--- src/rtl/fifo_reader.sv ---
// Burst reader: pops words from a first-word-fall-through FIFO into a 2-entry skid
// buffer feeding a valid/ready stream. Optional empty-FIFO timeout under FIFO_READER_TIMEOUT_EN.
module fifo_reader #(
  parameter int WIDTH   = 8,
  parameter int LENW    = 8,
  parameter int TIMEOUT = 16
) (
  input  logic             i_clk,
  input  logic             i_rst,
  input  logic             i_cg,
  input  logic             i_start,
  input  logic [LENW-1:0]  i_len,
  input  logic             i_abort,
  input  logic             i_fifoEmpty,
  input  logic [WIDTH-1:0] i_fifoData,
  output logic             o_fifoPop,
  output logic             o_valid,
  output logic [WIDTH-1:0] o_data,
  input  logic             i_ready,
  output logic             o_busy,
  output logic             o_done,
  output logic [LENW-1:0]  o_count,
  output logic             o_timeout
);

  typedef enum logic [1:0] {IDLE, DRAIN, FLUSH} state_t;

  state_t           state;
  logic [LENW-1:0]  len_q;
  logic [LENW-1:0]  count_inc;
  logic [1:0]       skid_cnt;
  logic [WIDTH-1:0] skid0;
  logic [WIDTH-1:0] skid1;
  logic             limit;
  logic             last_pop;
  logic             xfer;
  logic             to_hit;

  assign count_inc = o_count + LENW'(1);
  assign limit     = (len_q != '0) && (o_count == len_q);
  assign o_fifoPop = (state == DRAIN) && !i_fifoEmpty && (skid_cnt < 2'd2) &&
                     i_cg && !i_abort && !limit;
  assign last_pop  = o_fifoPop && (len_q != '0) && (count_inc == len_q);
  assign xfer      = o_valid && i_ready && i_cg;

  // skid0 always holds the oldest entry, so the stream outputs are plain register reads.
  assign o_valid = (skid_cnt != 2'd0);
  assign o_data  = skid0;
  assign o_busy  = (state != IDLE);

  always_ff @(posedge i_clk or negedge i_rst) begin
    if (!i_rst) begin
      state    <= IDLE;
      len_q    <= '0;
      o_count  <= '0;
      o_done   <= 1'b0;
      skid_cnt <= 2'd0;
      // NOTE: the skid entries are reset too, because skid0 is o_data and must read 0 in reset.
      skid0    <= '0;
      skid1    <= '0;
    end else begin
      // NOTE: o_done defaults low every edge so it is a single-cycle pulse even if i_cg drops.
      o_done <= 1'b0;
      if (i_cg) begin
        case (state)
          IDLE: begin
            if (i_start) begin
              state   <= DRAIN;
              len_q   <= i_len;
              o_count <= '0;
            end
          end
          DRAIN: begin
            if (o_fifoPop) o_count <= count_inc;
            if (i_abort || last_pop || to_hit) state <= FLUSH;
          end
          FLUSH: begin
            if (skid_cnt == 2'd0) begin
              state  <= IDLE;
              o_done <= 1'b1;
            end
          end
          default: state <= IDLE;
        endcase

        if (o_fifoPop && !xfer) begin
          if (skid_cnt == 2'd0) skid0 <= i_fifoData;
          else                  skid1 <= i_fifoData;
          skid_cnt <= skid_cnt + 2'd1;
        end else if (!o_fifoPop && xfer) begin
          skid0    <= skid1;
          skid_cnt <= skid_cnt - 2'd1;
        end else if (o_fifoPop && xfer) begin
          // Push and pop together: count unchanged, new word queues behind the survivor.
          if (skid_cnt == 2'd1) begin
            skid0 <= i_fifoData;
          end else begin
            skid0 <= skid1;
            skid1 <= i_fifoData;
          end
        end
      end
    end
  end

`ifdef FIFO_READER_TIMEOUT_EN
  localparam int TW = $clog2(TIMEOUT + 1);

  logic [TW-1:0] empty_cnt;

  assign to_hit = (state == DRAIN) && i_fifoEmpty && !i_abort &&
                  (empty_cnt == TW'(TIMEOUT - 1));

  always_ff @(posedge i_clk or negedge i_rst) begin
    if (!i_rst) begin
      empty_cnt <= '0;
      o_timeout <= 1'b0;
    end else if (i_cg) begin
      if (state == IDLE && i_start) begin
        empty_cnt <= '0;
        o_timeout <= 1'b0;
      end else if (state == DRAIN) begin
        empty_cnt <= i_fifoEmpty ? empty_cnt + TW'(1) : '0;
        if (to_hit) o_timeout <= 1'b1;
      end
    end
  end
`else
  localparam int unused_timeout = TIMEOUT;

  assign to_hit    = 1'b0;
  assign o_timeout = 1'b0;
`endif

endmodule

--- config.mk ---
export PLATFORM = sky130hd
export DESIGN_NAME = fifo_reader
export DESIGN_NICKNAME = d
export VERILOG_FILES = /design/src/rtl/fifo_reader.sv
export SDC_FILE = /design/constraint.sdc
export NUM_CORES = 1
export LEC_CHECK = 0
export ABC_CLOCK_PERIOD_IN_PS = 3800
export BUFFER_PORTS_ARGS = -buffer_cell sky130_fd_sc_hd__buf_2
export CAP_MARGIN = 20
export CORE_ASPECT_RATIO = 1.25
export CORE_MARGIN = 2
export CORE_UTILIZATION = 54
export CTS_BUF_LIST = sky130_fd_sc_hd__clkbuf_16
export DETAILED_ROUTE_END_ITERATION = 10
export PLACE_DENSITY = 0.88
export SLEW_MARGIN = 10
export SYNTH_ARGS = -nofsm -noshare
export SYNTH_HDL_FRONTEND = slang
export SYNTH_SLANG_ARGS = --single-unit
--- constraint.sdc ---
create_clock -name i_clk -period 3.8 [get_ports i_clk]
set_input_delay 0.19 -clock i_clk [delete_from_list [all_inputs] [get_ports i_clk]]
set_output_delay 0.19 -clock i_clk [all_outputs]
set_load 0.01 [all_outputs]
==> impl_metrics.ini <==
[synthesis]
synth_edf_count = 0
syn_area_mm2 = 0.002036
yosysSeqAreaShare_pct = 45.48
synth_cells = 190
syn_nets = 219
synth_flop_cell = dfrtp_1
synth.area.top_cells = dfrtp_1 (45%), mux2_2 (9.4%), mux2i_1 (3.9%)
synth_top_area_share_pct = 45.48
synth-seq-cells = 37
synth_cell_types = 45
yosys.area_share.adder_pct = 3.688
synthXorXnorAreaFrac_pct = 5.593
synthMuxAreaShare_pct = 13.34
syn_area_per_cell_um2 = 10.71
synth-simple-area-share_pct = 17.33
synth_area_leader_cell = dfrtp_1
synth_compound_area_share_pct = 10.82
async_reset_ff_share_pct = 100.0
synth_top_family_by_area = simple AND/OR/NAND/NOR gates
yosysWarnings = 0

[timing]
drv_slew = 0
fin_tns_setup_ns = 0
holdWs_ns = -0.009773
rsz0062_at_grt = no
setup_viol = 0
tightest_slew_ns = 0.8001
max_slew_margin_pct = 46.66
fin_crit_sh_pct = 77.74
min_period_ns = 2.954
clock_skew_ns = 0.003643
clock.fmax_mhz = 338.5
final_hold_viol_count = 34

[power]
cellLeakagePower_nw = 1.166
power.density_mw_per_mm2 = 794.6
ir_drop_mv = 0.5381

[critical_path]
startpoint_type = flip-flop
crit_chain = xnor2_1 -> nor4b_1 -> a31oi_4 -> ha_1 -> nor2b_1 -> nor3_1 -> buf_4 -> nor2_1 -> a21oi_1
r2r_cells = 9
end_kind = flip-flop
cpPeakStageDelay_ns = 0.56
worstPathMaxFanout = 16
cp_slowest_cell = nor4b_1
worstPathRequired_ns = 3.99
crit_type = flip-flop to flip-flop
crit_arrival_ns = 3.14

[min_path]
min_path_type = input pin to async pin

[route]
dr.pass1.iters = 4
wl_um = 4802
drt_iter0_markers = 69
dr_total_vias = 1659
viasPerCell = 6.055
routedWlPerCell_um = 17.53
postRouteAntennaNets = 0
drc = 0

[grt]
antenna_found_initial = 0
gr-total-overflow = 0
grt_pass1_vias = 1676
grt_max_degree = 38
grtUsageTotal_pct = 25.17
grt_pass1_wl_um = 7831

[outcome]
failed_checks = hold timing
status = finished with violations

[final_layout]
antenna_cells = 0
layout.cells.non_filler = 274
final_nets = 263
syn2layout_area_growth_pct = 20.41
drive_above_1_share_pct = 34.89
fillers = 258

[place]
dp_hpwl_um = 3252
io_buffers = 42
gp_congestion = 0.9655
placed_cells = 266

[cts]
cts_root_buf = clkbuf_16
cts_made_buffers = 5
holdBufCountCts = 0
cts_resized = 0
cts_setup_buffers = 0
cts_tree = done
htreeDepth = 2
cts_buffer_depth = 2
clkTransAtPathRegs_ns = 0.06
cts_sinks = 37
clock_latency_ns = 0.29

[flow_run]
drv_cap = 0

[floorplanning]
die_w_um = 58.92
rows = 24
ios = 44
start_util_pct = 57.45
core_mm2 = 0.003543
dieArea_mm2 = 0.004280
dieHeight_um = 72.65
cells in the mapped netlist, types with 2 or more instances:
library cell	number
a221o_2	2
nand3_1	9
nor2b_1	3
and4b_1	2
mux2i_1	8
xor2_1	8
inv_1	7
mux2_2	17
buf_4	2
or2_2	2
nand2b_1	3
o21ai_0	7
clkbuf_1	5
xnor2_1	5
nor2_1	13
nand2_1	5
or3_1	4
ha_1	6
nor3_1	5
nand4_1	2
nand3b_1	2
and3_2	2
o211ai_1	2
dfrtp_1	37
a21oi_1	12
flip-flops by register name (all words and copies together) (netlist names):
register  cells
skid_cnt      2
skid1         8
len_q         8
o_count       8
state         2
o_data        8
o_done        1
where the power goes:
group          switching, mW  total [mW]  leakage, nW  internal, mW
sequential             0.171       0.734        0.454         0.562
clock                  0.170       0.480       0.0800         0.310
combinational          0.371       0.734        0.632         0.363
final timing paths:
check                                 start           to  slack, ns
worst min register to register  skid_cnt[0]  skid_cnt[0]       0.50
max in group asynchronous             i_rst    o_data[4]       3.31
worst max-delay path             o_count[5]    o_data[4]       0.85
worst max register to register   o_count[5]    o_data[4]       0.85
worst min-delay path                  i_rst     len_q[7]      -0.01
min in group i_clk                 i_len[0]     len_q[0]       0.14
metal layers:
layer	wire length [um]	share of wire [%]	GRT usage [%]	vias up
li1	-	-	-	767
met1	1955	41	28.91	826
met2	2437	51	40.12	47
met3	201	4.2	6.560	19
met4	208	4.3	17.93	0
met5	0	0	0	-
kinds of logic (layout without fill, tap and decap cells):
group,Yosys count,in the layout
buffers and inverters,16,61
AO/OA/AOI/OAI,32,32
other,1,1
flip-flops,37,37
XOR/XNOR,13,13
AND/OR/NAND/NOR,60,60
multiplexers,25,25
adder cells (fa/ha/maj),6,6
worst max-delay path: cells and delay by family, from the launching register on:
kind	cells	cell delay, ns
compound gates	2	0.50
buf+inv	1	0.26
xor+xnor	1	0.29
fa+ha+maj	1	0.33
simple gates	4	1.02
flops	1	0.45
layout by cell type (no fill, tap or decap), drive strengths merged, types with 6 or more instances in the layout:
cell type  netlist  final
dfrtp           37     37
nor2            14     14
a21oi           12     12
mux2            17     17
xor2             8      8
buf              3     45
nand3            9      9
inv              8      8
o21ai            7      7
mux2i            8      8
ha               6      6
cell type report:
type                            instances  area, um^2  share of cell area [%]
Sequential cell                        37       925.9                   37.77
Multi-Input combinational cell        137        1037                   42.32
Tap cell                               39       48.80                   1.991
Inverter                                8       35.03                   1.429
Clock inverter                          3       46.29                   1.889
Timing Repair Buffer                   45       232.7                   9.495
Clock buffer                            5       125.1                   5.105
through the flow:
step	hold slack (ns)	area, um^2	setup WS [ns]	util [%]	total power [mW]
after floorplan	-0.1056	2036	0.8224	-	1.222
after CTS	0.01912	2451	0.8678	69.17	1.948
after detailed placement	0.3277	2280	0.9492	64.34	1.446
after global routing	0.06613	2451	0.6870	69.17	2.061
after global placement	0.3163	2280	1.030	64.34	1.419
final	-0.009773	2451	0.8461	69.17	1.948
Power figures use the tool's default switching activity.
